## config.mk

```make
export PLATFORM = sky130hd
export DESIGN_NAME = pll_dri_ctrl
export DESIGN_NICKNAME = d
export VERILOG_FILES = /design/src/rtl/pll_dri_pkg.sv /design/src/rtl/lock_sync.sv /design/src/rtl/pll_dri_ctrl.sv
export SDC_FILE = /design/constraint.sdc
export NUM_CORES = 1
export LEC_CHECK = 0
export CORE_MARGIN = 1
export CORE_UTILIZATION = 46
export DETAILED_ROUTE_END_ITERATION = 6
export PLACE_DENSITY_LB_ADDON = 0.12
export SLEW_MARGIN = 0
export SYNTH_ARGS = -nofsm -noshare
export SYNTH_HDL_FRONTEND = slang
export SYNTH_SLANG_ARGS = --single-unit
```

## constraint.sdc

```tcl
create_clock -name i_clk -period 2.1 [get_ports i_clk]
set_input_delay 0.42 -clock i_clk [delete_from_list [all_inputs] [get_ports i_clk]]
set_output_delay 0.42 -clock i_clk [all_outputs]
set_load 0.05 [all_outputs]
```

## src/rtl/pll_dri_pkg.sv

```systemverilog
// rtl/pll_dri_pkg.sv - shared types and constants for the PLL DRI controller
package pll_dri_pkg;

   typedef enum logic [2:0] {
      ST_IDLE,
      ST_ISSUE,
      ST_WAIT_ACK,
      ST_RELOCK,
      ST_RESP
   } state_t;

   localparam logic [1:0] ERR_OK   = 2'd0;
   localparam logic [1:0] ERR_ACK  = 2'd1;
   localparam logic [1:0] ERR_LOCK = 2'd2;

   localparam int CTRL_STB_BIT  = 10;
   localparam int CTRL_WR_BIT   = 9;
   localparam int CTRL_ADDR_MSB = 8;
   localparam int CTRL_ADDR_LSB = 0;

   // Builds the DRI control word for a strobed access
   function automatic logic [10:0] dri_ctrl_word(input logic wr, input logic [8:0] addr);
      logic [10:0] w;
      w = '0;
      w[CTRL_STB_BIT] = 1'b1;
      w[CTRL_WR_BIT]  = wr;
      w[CTRL_ADDR_MSB:CTRL_ADDR_LSB] = addr;
      return w;
   endfunction

endpackage

```

## src/rtl/lock_sync.sv

```systemverilog
// rtl/lock_sync.sv - PLL lock synchroniser and consecutive-lock counter
module lock_sync #(
   parameter int LOCK_STABLE = 16
) (
   input  logic i_clk,
   input  logic i_reset,
   input  logic i_pll_lock,
   input  logic i_en,
   output logic o_locked_stable
);

   localparam int SW = $clog2(LOCK_STABLE) + 1;
   localparam logic [SW-1:0] C_STABLE = SW'(LOCK_STABLE);

   logic          r_sync1;
   logic          r_sync2;
   logic [SW-1:0] r_stable_cnt;

   // Two-flop synchroniser; the count only runs while enabled so each relock starts from zero
   always_ff @(posedge i_clk) begin
      if (i_reset) begin
         r_sync1      <= 1'b0;
         r_sync2      <= 1'b0;
         r_stable_cnt <= '0;
      end else begin
         r_sync1 <= i_pll_lock;
         r_sync2 <= r_sync1;
         if (!i_en || !r_sync2) begin
            r_stable_cnt <= '0;
         end else if (r_stable_cnt != C_STABLE) begin
            r_stable_cnt <= r_stable_cnt + 1'b1;
         end
      end
   end

   assign o_locked_stable = (r_stable_cnt == C_STABLE);

endmodule

```

## src/rtl/pll_dri_ctrl.sv

```systemverilog
// rtl/pll_dri_ctrl.sv - single-command DRI access sequencer with optional PLL relock wait
module pll_dri_ctrl #(
   parameter int ACK_TIMEOUT  = 255,
   parameter int LOCK_TIMEOUT = 65535,
   parameter int LOCK_STABLE  = 16
) (
   input  logic        i_clk,
   input  logic        i_reset,
   input  logic        i_cmd_valid,
   output logic        o_cmd_ready,
   input  logic        i_cmd_write,
   input  logic        i_cmd_relock,
   input  logic [8:0]  i_cmd_addr,
   input  logic [31:0] i_cmd_wdata,
   output logic        o_rsp_valid,
   output logic [31:0] o_rsp_rdata,
   output logic [1:0]  o_rsp_error,
   output logic [10:0] o_dri_ctrl,
   output logic [32:0] o_dri_wdata,
   input  logic [32:0] i_dri_rdata,
   output logic        o_dri_arst_n,
   input  logic        i_pll_lock,
   output logic        o_busy
);

   import pll_dri_pkg::*;

   localparam int AW = $clog2(ACK_TIMEOUT) + 1;
   localparam int LW = $clog2(LOCK_TIMEOUT) + 1;
   localparam logic [AW-1:0] C_ACK_LAST  = AW'(ACK_TIMEOUT - 1);
   localparam logic [LW-1:0] C_LOCK_LAST = LW'(LOCK_TIMEOUT - 1);

   state_t        r_state;
   state_t        w_next;
   logic          r_we;
   logic          r_relock;
   logic [8:0]    r_addr;
   logic [31:0]   r_wdata;
   logic [31:0]   r_rdata;
   logic [1:0]    r_err;
   logic [AW-1:0] r_ack_cnt;
   logic [LW-1:0] r_lock_cnt;
   logic          r_reset_q;
   logic          w_done;
   logic          w_ack_last;
   logic          w_lock_last;
   logic          w_locked_stable;
   logic          w_relock_en;

   assign w_done      = i_dri_rdata[32];
   assign w_ack_last  = (r_ack_cnt == C_ACK_LAST);
   assign w_lock_last = (r_lock_cnt == C_LOCK_LAST);
   assign w_relock_en = (r_state == ST_RELOCK);

   lock_sync #(
      .LOCK_STABLE (LOCK_STABLE)
   ) u_lock_sync (
      .i_clk           (i_clk),
      .i_reset         (i_reset),
      .i_pll_lock      (i_pll_lock),
      .i_en            (w_relock_en),
      .o_locked_stable (w_locked_stable)
   );

   // State register
   always_ff @(posedge i_clk) begin
      if (i_reset) r_state <= ST_IDLE;
      else         r_state <= w_next;
   end

   // Next-state and state-decoded outputs
   always_comb begin
      w_next      = r_state;
      o_cmd_ready = 1'b0;
      o_busy      = 1'b1;
      o_rsp_valid = 1'b0;
      o_dri_ctrl  = '0;
      o_dri_wdata = '0;
      case (r_state)
         ST_IDLE: begin
            o_cmd_ready = 1'b1;
            o_busy      = 1'b0;
            if (i_cmd_valid) w_next = ST_ISSUE;
         end
         ST_ISSUE: begin
            o_dri_ctrl  = dri_ctrl_word(r_we, r_addr);
            o_dri_wdata = {1'b0, r_wdata};
            w_next      = ST_WAIT_ACK;
         end
         ST_WAIT_ACK: begin
            if (w_done)          w_next = (r_we && r_relock) ? ST_RELOCK : ST_RESP;
            else if (w_ack_last) w_next = ST_RESP;
         end
         ST_RELOCK: begin
            if (w_locked_stable || w_lock_last) w_next = ST_RESP;
         end
         ST_RESP: begin
            o_rsp_valid = 1'b1;
            w_next      = ST_IDLE;
         end
         default: w_next = ST_IDLE;
      endcase
   end

   // Command latch, response capture and wait counters
   always_ff @(posedge i_clk) begin
      if (i_reset) begin
         r_we       <= 1'b0;
         r_relock   <= 1'b0;
         r_addr     <= '0;
         r_wdata    <= '0;
         r_rdata    <= '0;
         r_err      <= ERR_OK;
         r_ack_cnt  <= '0;
         r_lock_cnt <= '0;
      end else begin
         if (r_state == ST_IDLE && i_cmd_valid) begin
            r_we     <= i_cmd_write;
            r_relock <= i_cmd_relock;
            r_addr   <= i_cmd_addr;
            r_wdata  <= i_cmd_wdata;
            r_rdata  <= '0;
            r_err    <= ERR_OK;
         end
         if (r_state == ST_WAIT_ACK) begin
            if (w_done) begin
               if (!r_we) r_rdata <= i_dri_rdata[31:0];
            end else if (w_ack_last) begin
               r_err <= ERR_ACK;
            end
         end
         // Stable lock wins over a simultaneous timeout
         if (r_state == ST_RELOCK && !w_locked_stable && w_lock_last) r_err <= ERR_LOCK;
         if (r_state != ST_WAIT_ACK)     r_ack_cnt <= '0;
         else if (r_ack_cnt != C_ACK_LAST) r_ack_cnt <= r_ack_cnt + 1'b1;
         if (r_state != ST_RELOCK)        r_lock_cnt <= '0;
         else if (r_lock_cnt != C_LOCK_LAST) r_lock_cnt <= r_lock_cnt + 1'b1;
      end
   end

   // Registered copy of reset drives the DRI reset
   always_ff @(posedge i_clk) begin
      r_reset_q <= i_reset;
   end

   assign o_dri_arst_n = ~r_reset_q;
   assign o_rsp_rdata  = r_rdata;
   assign o_rsp_error  = r_err;

endmodule

```

==> results of run 1 <==
## final timing paths
kind                        from  cells after the start  slack, ns                   to
min reg2reg  u_lock_sync.r_sync1                      1       0.44  u_lock_sync.r_sync2
max                   r_state[0]                      5      -0.07       o_dri_wdata[4]
max reg2reg        r_lock_cnt[1]                      5       0.15       r_lock_cnt[16]
min                      i_reset                      4       0.43       r_lock_cnt[13]
## report_power, final
group | switching [mW] | total, mW | internal (mW)
registers | 0.0802 | 2.37 | 2.29
logic | 0.867 | 1.64 | 0.773
clock network | 0.968 | 3.03 | 2.06
total | 1.92 | 7.04 | 5.12
## sequential cells by signal, summed over array words and instances (netlist names), 2 cells and up
signal / cells
u_lock_sync.r_stable_cnt: 5
o_rsp_rdata: 32
r_ack_cnt: 9
r_wdata: 32
r_lock_cnt: 17
r_state: 3
r_addr: 9
o_rsp_error: 2
## what timing repair did
action                                  CTS  global route
endpoints found under the setup margin   48            69
setup buffers                             4             4
cloned                                    2             4
gates resized for setup                  38            47
pin swaps                                15            14
hold buffers                              0             0
## cells by family (layout without fill, tap and decap cells)
kind of cell	after synthesis	after routing
compound gates	118	118
other cells	1	1
simple gates	269	269
fa+ha+maj	6	6
mux	2	2
buf+inv	52	233
flops	114	114
xor+xnor	9	9
## cell type report
class | count | area, um^2
well taps | 133 | 166.4
multi-input cells | 405 | 2430
flip-flops and latches | 114 | 2293
repair buffers | 191 | 2470
fillers | 601 | 1888
clock buffers | 20 | 435.4
inverters | 11 | 41.29
clock inverters | 11 | 185.2
## through the flow
step                TNS [ns]  cells  setup WS, ns  power (mW)  cell area, um^2
CTS                   -1.087    877      -0.06110       6.886             7795
global placement           0    840        0.2115       3.721             7023
global route          -3.791    885       -0.1104       7.273             8021
finish                -2.048    885      -0.06809       7.038             8021
floorplan           -0.03159    571      -0.03159       3.102             4815
detailed placement         0    840        0.1319       3.752             7023
## Yosys cell counts, drive strengths merged, types with 2 or more instances
master	n	area, um^2
a211oi	7	57.55
a21oi	54	270.3
a22oi	32	240.2
a31oi	3	18.77
and2	45	281.5
and3	4	25.02
and4	3	27.53
buf	4	35.03
clkbuf	37	138.9
dfxtp	114	2282
ha	6	75.07
inv	11	41.29
mux2i	2	20.02
nand2	106	400.4
nand2b	2	12.51
nand3	17	85.08
nand4	9	71.32
nor2	48	180.2
nor2b	2	12.51
nor3	7	35.03
nor3b	5	42.54
nor4b	2	23.77
o21ai	5	25.02
o311ai	3	26.28
o31ai	7	52.55
or3	6	40.03
or4	5	41.29
xnor2	7	61.31
xor2	2	17.52
## layer usage
metal	part of all wire (%)	track usage [%]	wire length, um	up-vias
met5	0	0	0	-
met4	2.6	10.00	399	0
met3	6.5	7.832	980	32
met2	52	46.86	7906	180
met1	38	30.20	5798	2293
li1	-	-	-	2303
## tightest hold or removal path, stage by stage
cell and delay [ns]:
buf_2 0.12, nor3b_2 0.05, buf_4 0.19, o211a_1 0.12
==> flow_metrics.py, run 1 <==
metrics = {
    "critical_path": {
        "critPathTopFamily": "buffers and inverters",
        "criticalPathCategory": "flop to output pin",
        "crit_top_cell": "buf_12",
        "critPathArrivalTime_ns": 1.75,
        "cpPeakStageDelay_ns": 0.37,
        "startpoint_type": "flop",
        "cp_max_fo": 11,
        "path_buf_inv": 3,
        "critPathRequiredTime_ns": 1.68,
        "crit_slowest_cell": "dfxtp_4",
        "end_kind": "output pin",
        "worstPathCellList": "nor3b_4 -> buf_12 -> buf_16 -> and2_4 -> buf_12",
    },
    "final_layout": {
        "final_common_cell": "dfxtp_1",
        "mostFrequentLayoutCells": "111 x dfxtp_1, 105 x nand2_1, 82 x clkdlybuf4s50_1",
        "drive_gt1_share_pct": 22.34,
        "n_antenna_cell": 0,
        "areaGrowthSynthToFinish_pct": 67.65,
        "fin_nets": 826,
        "final_core_util_pct": 80.95,
    },
    "synth": {
        "synth_simple_gate_area_share_pct": 28.35,
        "async_flop_share_pct": 0,
        "synth_top_family_by_area": "simple AND/OR/NAND/NOR gates",
        "syn_area_per_cell_um2": 8.379,
        "synth-xor-area-share_pct": 1.647,
        "synthAdderAreaFrac_pct": 1.569,
        "synth_edf_count": 0,
        "yosysUniqueCellTypes": 55,
        "synth-seq-area-share_pct": 47.70,
        "synth_compound_area_share_pct": 15.74,
        "synthMuxAreaShare_pct": 0.4184,
        "ys_seq_elements": 114,
        "yosys_warnings": 0,
        "synthFlopType": "dfxtp_1",
        "netlist_area_um2": 4785,
        "netlist_instances": 571,
        "syn_nets": 657,
    },
    "clock_network": {
        "cts.clk_slew.worst_paths_ns": 0.05,
        "cts_sinks": 114,
        "root_buffer": "clkbuf_8",
        "ctsHtreeMaxLevel": 4,
        "cts_tree": "built",
        "clk_path_buf_depth": 2,
        "insertion_delay_ns": 0.51,
        "tritoncts.num_buffers": 17,
    },
    "global_routing": {
        "antenna_found_initial": 0,
        "grt_first_pass_wirelength_um": 23070,
        "grt_pass1_vias": 4771,
        "grt_max_degree": 83,
        "grt_overflow": 0,
        "grt_usage_pct": 26.59,
    },
    "timing": {
        "setup_ws_ns": -0.06809,
        "maxSlewViolCount": 0,
        "worstMarginPinSlew_ns": 0.8453,
        "timing.hold.ws_ns": 0.4344,
        "rsz0062_at_grt": "true",
        "relSlewSlack_pct": 43.64,
        "setup_violations": 44,
        "fin_crit_sh_pct": 103.2,
        "max_freq_mhz": 461.2,
        "min_period_ns": 2.168,
        "clock_skew_ns": 0.01055,
        "finalHoldViolations": 0,
    },
    "floorplanning": {
        "fp.coreArea_um2": 9910,
        "die_area_um2": 10810,
        "io_pins": 162,
        "die_x_um": 104.0,
        "start_util_pct": 48.28,
        "dieHeight_um": 104.0,
        "rows": 36,
    },
    "routing": {
        "vias": 4808,
        "dr.pass1.iters": 5,
        "drt-vias-per-instance": 5.433,
        "wl_um": 15080,
        "antenna_left": 0,
        "drt-initial-drc-count": 171,
        "wl_per_cell_um": 17.04,
        "drc_errors": 0,
    },
    "outcome": {
        "status": "complete, but fails checks",
        "violations": "negative setup slack",
    },
    "job": {
        "drv_cap": 0,
    },
    "placement": {
        "io_buffers": 160,
        "post-dp-hpwl_um": 9135,
        "gp_congestion": 0.8253,
    },
    "power": {
        "p_leak_nw": 3.506,
        "peakVddDrop_mv": 0.6186,
        "powerDensity_nw_per_um2": 877.4,
    },
    "min_path": {
        "hold_class": "primary input to flop",
    },
}
Note: power is estimated with default switching activity, not from simulation.
==> inputs of run 2 (changes only) <==
--- a/config.mk
+++ b/config.mk
@@ -9,6 +9,7 @@
 export CORE_UTILIZATION = 46
 export DETAILED_ROUTE_END_ITERATION = 6
 export PLACE_DENSITY_LB_ADDON = 0.12
+export RECOVER_POWER = 50
 export SLEW_MARGIN = 0
 export SYNTH_ARGS = -nofsm -noshare
 export SYNTH_HDL_FRONTEND = slang
==> run 2 against run 1 <==
  * The flow finishes with violations (max-capacitance violations, max-slew violations, negative setup slack)
  * Largest cell class unchanged
  * Final area about the same
  * Die area stayed put
  * Global-route usage did not move
  * Setup slack lost 0.0035 ns
  * Clock-buffer cell count did not move
  * Cell count is the same
  * Largest power group unchanged
  * Wire length fell by 0.11%
==> flow_metrics.py, run 2 (same netlist as run 1, synthesis figures left out) <==
metrics = {
    "placement": {
        "dp.cells": 840,
        "post-dp-hpwl_um": 9135,
        "gp_congestion": 0.8253,
        "io_buffers": 160,
    },
    "power": {
        "total_power_mw": 7.036,
        "p_leak_nw": 3.497,
        "combPwrFrac_pct": 23.3,
        "peakVddDrop_mv": 0.6166,
        "p_int_mw": 5.121,
        "pwr-share-clk_pct": 43.0,
        "pwr-share-seq_pct": 33.7,
        "powerDensity_nw_per_um2": 877.9,
        "switchingPower_mw": 1.915,
        "switching_share_pct": 27.21,
    },
    "clock_network": {
        "insertion_delay_ns": 0.51,
        "tritoncts.num_buffers": 17,
        "root_buffer": "clkbuf_8",
        "ctsHtreeMaxLevel": 4,
        "cts_sinks": 114,
        "cts_tree": "built",
        "cts.clk_slew.worst_paths_ns": 0.05,
        "clk_path_buf_depth": 2,
    },
    "critical_path": {
        "crit_slowest_cell": "dfxtp_4",
        "critPathTopFamily": "buffers and inverters",
        "r2r_start": "r_state[1]",
        "crit_top_cell": "buf_12",
        "reg2reg_depth": 6,
        "critPathRequiredTime_ns": 1.68,
        "startpoint_type": "flop",
        "r2r_slack_ns": 0.09,
        "path_buf_inv": 3,
        "crit_cells": 5,
        "criticalPathCategory": "flop to output pin",
        "cp_max_fo": 11,
        "critPathArrivalTime_ns": 1.75,
        "cpPeakStageDelay_ns": 0.37,
        "r2r-end": "r_state[2]",
        "worstPathCellList": "nor3b_4 -> buf_12 -> buf_16 -> and2_4 -> buf_12",
        "end_kind": "output pin",
    },
    "routing": {
        "antenna_left": 0,
        "drt-initial-drc-count": 151,
        "vias": 4815,
        "wl_per_cell_um": 17.02,
        "dr.pass1.iters": 5,
        "wl_um": 15070,
        "drt-vias-per-instance": 5.441,
        "drc_errors": 0,
    },
    "floorplanning": {
        "rows": 36,
        "die_x_um": 104.0,
        "die_area_um2": 10810,
        "fp.coreArea_um2": 9910,
        "io_pins": 162,
        "dieHeight_um": 104.0,
        "start_util_pct": 48.28,
    },
    "timing": {
        "setup_violations": 45,
        "min_period_ns": 2.172,
        "relSlewSlack_pct": -10.17,
        "finalHoldViolations": 0,
        "fin_crit_sh_pct": 103.4,
        "rsz0062_at_grt": "true",
        "maxSlewViolCount": 83,
        "worstMarginPinSlew_ns": 1.653,
        "tns_ns": -2.201,
        "setup_ws_ns": -0.07157,
        "max_freq_mhz": 460.5,
        "clock_skew_ns": 0.01074,
    },
    "global_routing": {
        "antenna_found_initial": 0,
        "grt_pass1_vias": 4771,
        "grt_overflow": 0,
        "grt_usage_pct": 26.59,
        "grt_first_pass_wirelength_um": 23070,
        "grt_max_degree": 83,
    },
    "final_layout": {
        "areaGrowthSynthToFinish_pct": 67.49,
        "final_common_cell": "dfxtp_1",
        "mostFrequentLayoutCells": "111 x dfxtp_1, 105 x nand2_1, 82 x clkdlybuf4s50_1",
        "stdcell_count": 885,
        "fin_nets": 826,
        "n_antenna_cell": 0,
        "drive_gt1_share_pct": 22.07,
    },
    "min_path": {
        "hold_start": "u_lock_sync.r_sync1",
        "hold_class": "flop to flop",
        "hold_depth": 1,
        "hold_path_end": "u_lock_sync.r_sync2",
    },
    "job": {
        "drv_cap": 1,
    },
    "outcome": {
        "violations": "max-capacitance violations, max-slew violations, negative setup slack",
        "status": "complete, but fails checks",
    },
}
## run 2: repair_timing
action | 4_1_cts | 5_1_grt
endpoints found under the setup margin | 48 | 69
cloned | 2 | 4
hold buffers | 0 | 0
pin swaps | 15 | 14
gates resized for setup | 38 | 47
setup buffers | 4 | 4
## run 2: power groups by stage
stage               Combinational (mW)  Sequential (mW)  Clock (mW)
floorplan                        0.672             2.43           0
global placement                  1.32             2.40           0
detailed placement                1.35             2.41           0
CTS                               1.49             2.36        3.03
global route                      1.72             2.38        3.17
finish                            1.64             2.37        3.03
## run 2: routing by layer
layer	wire [um]	share of wire [%]	global-route usage [%]
met1	5780	38	30.20
met2	7883	52	46.86
met3	979	6.5	7.832
met4	423	2.8	10.00
met5	0	0	0
## run 2: worst reg2reg max path: stages (launching register included)
cell,delay [ns]
dfxtp_4,0.35
buf_4,0.11
clkbuf_1,0.36
nand2b_1,0.24
nor3b_1,0.40
a21bo_2,0.29
and3_1,0.14
## run 2: area by class of cell
class	instances	area [um^2]
Sequential cell	114	2293
Fill cell	605	1896
Inverter	11	41.29
Clock inverter	11	185.2
Clock buffer	20	435.4
Multi-Input combinational cell	405	2430
Timing Repair Buffer	191	2462
Tap cell	133	166.4
## run 2: worst max-delay path by stage
stage | slack [ns] | start | to
4_1_cts | -0.06 | r_state[2] | o_dri_wdata[2]
5_1_grt | -0.11 | r_state[0] | o_dri_wdata[4]
3_3_place_gp | 0.21 | i_cmd_valid | o_rsp_rdata[18]
3_5_place_dp | 0.13 | i_cmd_valid | o_rsp_rdata[13]
2_1_floorplan | -0.03 | r_state[1] | o_busy
6_report | -0.07 | r_state[0] | o_dri_wdata[4]
## run 2: through the flow
step | hold WS, ns | utilization (%) | area [um^2] | worst slack, ns
5_1_grt | 0.4474 | 80.87 | 8014 | -0.1104
4_1_cts | 0.4129 | 78.66 | 7795 | -0.06110
3_5_place_dp | 0.4270 | 70.87 | 7023 | 0.1319
6_report | 0.4361 | 80.87 | 8014 | -0.07157
2_1_floorplan | 0.4138 | - | 4815 | -0.03159
3_3_place_gp | 0.4274 | 70.87 | 7023 | 0.2115
==> inputs of run 3 (changes only) <==
--- a/config.mk
+++ b/config.mk
@@ -5,6 +5,7 @@
 export SDC_FILE = /design/constraint.sdc
 export NUM_CORES = 1
 export LEC_CHECK = 0
+export ABC_AREA = 1
 export CORE_MARGIN = 1
 export CORE_UTILIZATION = 46
 export DETAILED_ROUTE_END_ITERATION = 6
==> run 3 against run 2 <==
  * The flow finishes with violations (negative setup slack)
  * Register-to-register slack better by 0.02 ns
  * Worst hold slack worse by 0.030 ns
  * Maximum frequency is 0.47% higher
  * Core utilization is 2.3 points lower
  * Largest cell class is now multi-input gates
  * Highest routed layer unchanged
==> flow_metrics.py, run 3 <==
metrics = {
    "outcome": {
        "status": "complete, but fails checks",
        "violations": "negative setup slack",
    },
    "power": {
        "pwr-share-clk_pct": 31.0,
        "peakVddDrop_mv": 0.7605,
        "pwr-share-seq_pct": 28.2,
        "switchingPower_mw": 3.581,
        "p_int_mw": 6.045,
        "combPwrFrac_pct": 40.8,
        "p_leak_nw": 3.361,
        "powerDensity_nw_per_um2": 1176,
        "switching_share_pct": 37.21,
    },
    "synth": {
        "ys_seq_elements": 114,
        "synth_top_area_share_pct": 45.86,
        "yosysUniqueCellTypes": 32,
        "async_flop_share_pct": 0,
        "yosysTopAreaCell": "dfxtp_1",
        "synthFlopType": "dfxtp_1",
        "netlist_area_um2": 4976,
        "syn_area_per_cell_um2": 7.460,
        "synth_edf_count": 0,
        "synth_common_cells": "114 x dfxtp_1, 100 x nand2_1, 85 x inv_1, 83 x a21oi_1, 79 x nor2_1",
        "syn_nets": 753,
        "synth-seq-area-share_pct": 45.86,
        "synthTopCellsByArea": "dfxtp_1 46%, a21oi_1 8.3%, nand2_1 7.5%, inv_1 6.4%, nor2_1 6.0%",
        "netlist_instances": 667,
        "yosys_warnings": 0,
        "synth_most_common_cell": "dfxtp_1",
    },
    "timing": {
        "setup_ws_ns": -0.06148,
        "min_period_ns": 2.161,
        "rsz0062_at_grt": "true",
        "worstMarginPinSlew_ns": 0.5437,
        "relSlewSlack_pct": 63.76,
        "fin_crit_sh_pct": 102.9,
        "clock_skew_ns": 0.01223,
        "finalHoldViolations": 0,
        "setup_violations": 40,
        "timing.hold.ws_ns": 0.4059,
        "maxSlewViolCount": 0,
        "tns_ns": -1.718,
        "max_freq_mhz": 462.6,
    },
    "critical_path": {
        "reg2reg_depth": 8,
        "r2r_start": "r_state[0]",
        "startpoint_type": "flop",
        "crit_slowest_cell": "dfxtp_4",
        "worstPathCellList": "inv_2 -> nor3_4 -> buf_6 -> inv_8 -> buf_16 -> nor2_4 -> buf_12",
        "critPathRequiredTime_ns": 1.68,
        "r2r-end": "r_wdata[15]",
        "r2r_slack_ns": 0.11,
        "critPathArrivalTime_ns": 1.74,
        "cpPeakStageDelay_ns": 0.34,
        "cp_max_fo": 8,
        "end_kind": "output pin",
        "criticalPathCategory": "flop to output pin",
    },
    "final_layout": {
        "seqCellArea_um2": 2287,
        "drive_gt1_share_pct": 20.78,
        "areaGrowthSynthToFinish_pct": 64.45,
        "multi_input_area_um2": 2414,
        "n_antenna_cell": 0,
        "mostFrequentLayoutCells": "112 x dfxtp_1, 101 x nand2_1, 84 x inv_1",
        "num-fill-cells": 686,
        "fin_nets": 920,
        "final_common_cell": "dfxtp_1",
    },
    "placement": {
        "place_ws_ns": 0.2108,
        "io_buffers": 160,
        "post-dp-hpwl_um": 9553,
        "gp_congestion": 0.8507,
    },
    "routing": {
        "antenna_left": 0,
        "wl_per_cell_um": 14.58,
        "wl_um": 14340,
        "vias": 5012,
        "dr.pass1.iters": 5,
        "drt-vias-per-instance": 5.099,
        "drc_errors": 0,
        "drt-initial-drc-count": 303,
    },
    "clock_network": {
        "cts_sinks": 114,
        "cts_hold_buf": 0,
        "ctsHtreeMaxLevel": 4,
        "cts.clk_slew.worst_paths_ns": 0.05,
        "root_buffer": "clkbuf_8",
        "insertion_delay_ns": 0.51,
        "cts_tree": "built",
        "clk_path_buf_depth": 2,
        "tritoncts.num_buffers": 17,
    },
    "floorplanning": {
        "die_area_um2": 11240,
        "rows": 37,
        "die_x_um": 106.0,
        "fp.coreArea_um2": 10420,
        "start_util_pct": 47.77,
        "io_pins": 162,
        "dieHeight_um": 106.0,
    },
    "min_path": {
        "hold_depth": 2,
        "hold_path_end": "u_lock_sync.r_sync2",
        "hold_start": "u_lock_sync.r_sync1",
        "hold_class": "flop to flop",
    },
    "global_routing": {
        "grt_pass1_vias": 5019,
        "grt_max_degree": 51,
        "antenna_found_initial": 0,
        "grt_usage_pct": 25.98,
        "grt_overflow": 0,
        "grt_first_pass_wirelength_um": 23130,
    },
    "job": {
        "drv_cap": 0,
    },
}
[run 3: per-stage QoR]
stage          instances  instance area [um^2]  util, %  total power [mW]
6_report             983                  8183    78.56             9.626
3_3_place_gp         941                  7421    71.24             6.320
2_1_floorplan        667                  5298        -             5.155
3_5_place_dp         941                  7421    71.24             6.420
5_1_grt              983                  8183    78.56             9.995
4_1_cts              981                  8169    78.43             9.680
[run 3: worst max-delay path, delay by kind of cell, from the launching register on]
family / cells / cell delay, ns
buf+inv: 5 / 0.56
flops: 1 / 0.34
simple gates: 2 / 0.32
[run 3: how the worst max path moves through the flow]
stage | cells past startpoint | slack (ns) | end | startpoint
final | 7 | -0.06 | o_dri_wdata[29] | r_state[0]
after global routing | 7 | -0.10 | o_dri_wdata[21] | r_state[0]
after CTS | 6 | -0.13 | o_dri_wdata[28] | r_state[0]
after detailed placement | 6 | 0.21 | o_dri_ctrl[1] | r_state[0]
after global placement | 6 | 0.27 | o_dri_ctrl[1] | r_state[0]
after floorplan | 4 | -0.08 | o_dri_wdata[0] | r_state[0]
[run 3: layout make-up]
class	count	share of cell area, %
multi-input cells	428	29.50
repair buffers	182	28.61
flip-flops and latches	114	27.95
clock buffers	22	5.657
inverters	90	4.235
well taps	136	2.080
clock inverters	10	1.896
repair inverters	1	0.07645
[run 3: logic make-up (layout without fill, tap and decap cells)]
group | Yosys count | count (layout) | synth area share (%)
flops | 114 | 114 | 45.86
xor+xnor | 11 | 11 | 1.936
simple gates | 229 | 229 | 19.69
compound gates | 181 | 181 | 19.34
fa+ha+maj | 6 | 6 | 1.509
buf+inv | 125 | 305 | 11.59
other cells | 1 | 1 | 0.07536
[run 3: repair_timing]
item	in CTS	in global routing
endpoints found under the setup margin	59	56
endpoints found under the hold margin	0	0
gates cloned	3	0
gates resized for setup	36	18
setup buffers	5	2
pin swaps	3	2
[run 3: per-layer routing]
| layer | up-vias | wire [um] | global-route usage [%] |
|---|---|---|---|
| li1 | 2483 | - | - |
| met1 | 2335 | 5903 | 29.44 |
| met2 | 172 | 7504 | 46.69 |
| met3 | 22 | 711 | 6.622 |
| met4 | 0 | 217 | 9.821 |
| met5 | - | 0 | 0 |
[run 3: power by group through the flow]
stage	Combinational, mW	Sequential [mW]	Clock (mW)
finish	3.93	2.71	2.99
global route	4.13	2.75	3.11
CTS	3.95	2.71	3.02
detailed placement	3.67	2.75	0
global placement	3.59	2.73	0
floorplan	2.13	3.02	0
==> variant: new RTL, settings of run 3 <==
Reset style: asynchronous (`i_reset`), changed in 3 clocked blocks.
--- a/src/rtl/lock_sync.sv
+++ b/src/rtl/lock_sync.sv
@@ -18,5 +18,5 @@
 
    // Two-flop synchroniser; the count only runs while enabled so each relock starts from zero
-   always_ff @(posedge i_clk) begin
+   always_ff @(posedge i_clk or posedge i_reset) begin
       if (i_reset) begin
          r_sync1      <= 1'b0;
--- a/src/rtl/pll_dri_ctrl.sv
+++ b/src/rtl/pll_dri_ctrl.sv
@@ -64,5 +64,5 @@
 
    // State register
-   always_ff @(posedge i_clk) begin
+   always_ff @(posedge i_clk or posedge i_reset) begin
       if (i_reset) r_state <= ST_IDLE;
       else         r_state <= w_next;
@@ -104,5 +104,5 @@
 
    // Command latch, response capture and wait counters
-   always_ff @(posedge i_clk) begin
+   always_ff @(posedge i_clk or posedge i_reset) begin
       if (i_reset) begin
          r_we       <= 1'b0;
Check against the original RTL: differs if i_reset is asserted again (counterexample within 4 cycles, from zero or initial values and one cycle with i_reset high); with i_reset held inactive, the same outputs for 10 cycles.
==> variant against run 3 <==
  * Worst setup slack improved by 0.13 ns
  * Global-route usage is 3.0 points lower
  * Clock power is essentially flat
  * Synthesized area rose by 15%
  * Final area is 5.4% higher
  * Critical endpoint is now o_rsp_rdata[31]
  * Power is 35% higher
  * First-iteration DRC count is 2.6% lower
  * Largest cell class is now registers
  * Routed wire length rose by 0.47%
  * Sequential cell count unchanged
  * Die area grew 14%
==> variant: results (changes against run 3) <==
global_routing:
  grtUsageTotal_pct: 22.97  # -3.0 points
  use_met2_pct: 38.65  # -8.0 points
  grt_pass1_wl_um: 23090  # -0.15%
  grt_max_degree: 65  # +27%
  gr-usage-met3_pct: 5.473  # -1.1 points
  grtUsageMet1_pct: 28.66  # -0.78 points
cells_and_area:
  drive_above_1_share_pct: 26.26  # +5.5 points
  nets: 907  # -1.4%
  layout.cells.non_filler: 1002  # +1.9%
detailed_routing:
  wl_met3_um: 772  # +8.6%
  route.met2.wl_um: 7234  # -3.6%
  via_count: 4935  # -1.5%
  drt_wl_total_um: 14410  # +0.47%
  wl_met1_um: 6135  # +3.9%
status:
  status: "finished, final reports clean"
pwr:
  pwr-share-comb_pct: 52.6  # +12 points
  leakage_nw: 4.008  # +19%
  ir_worst_vdd_uv: 796.3  # +4.7%
  pwr-share-clk_pct: 22.9  # -8.1 points
  power.internal_mw: 7.488  # +24%
placed_design:
  place_ws_ns: 0.2019  # -0.008852 ns
  dp_cells: 966  # +2.7%
  finalWeightedCongestion: 0.8575  # +0.80%
cts:
  cts_resized: 4  # -89%
  postCtsSetupBuffers: 0  # -5
  clk_latency_ns: 0.41  # -0.10 ns
synth:
  synth_fa_ha_area_share_pct: 1.315  # -0.19 points
  synth_cell_types: 36  # +13%
  synthTopCellsByCount: "122 x nor2_1, 113 x dfrtp_1, 102 x inv_1"
  synthFlopType: "dfrtp_1"
  synth_xor_area_share_pct: 0.6136  # -1.3 points
sta:
  skew_ns: 0.005555  # -0.006675 ns
  max_slew_margin_pct: 43.16  # -21 points
hold_path:
  hold_depth: 0  # -2
critical_path:
  setup.worst_path.end: "o_rsp_rdata[31]"
  crit_arrival_ns: 1.61  # -0.13 ns
  worstSetupStartpoint: "o_rsp_rdata[31]$_DFF_PP0_"
  critical-path-max-stage-delay_ns: 0.85  # +0.51 ns
## variant: cell count changes after synthesis, sizes merged, moves of 3 or more
cell,delta
a21oi,-41
buf,-3
clkbuf,-7
dfrtp,+113
dfxtp,-113
inv,+15
nand2,-28
nand3,+43
nand4,+3
nor2,+48
nor3,-4
o21ai,-37
o21bai,+5
xor2,-5
## variant: stage by stage
step	hold slack [ns]	cell area, um^2
final	0.3555	8628
after floorplan	0.3312	5713
after global routing	0.3606	8628
after detailed placement	0.3449	7864
after CTS	0.3568	8483
after global placement	0.3335	7864
## variant: layout make-up
| type | count | area [um^2] | area share [%] |
|---|---|---|---|
| Clock buffer | 20 | 446.7 | 5.177 |
| Clock inverter | 12 | 162.7 | 1.885 |
| Inverter | 106 | 404.1 | 4.684 |
| Multi-Input combinational cell | 408 | 2365 | 27.41 |
| Sequential cell | 114 | 2848 | 33.00 |
| Tap cell | 168 | 210.2 | 2.436 |
| Timing Repair Buffer | 174 | 2192 | 25.41 |
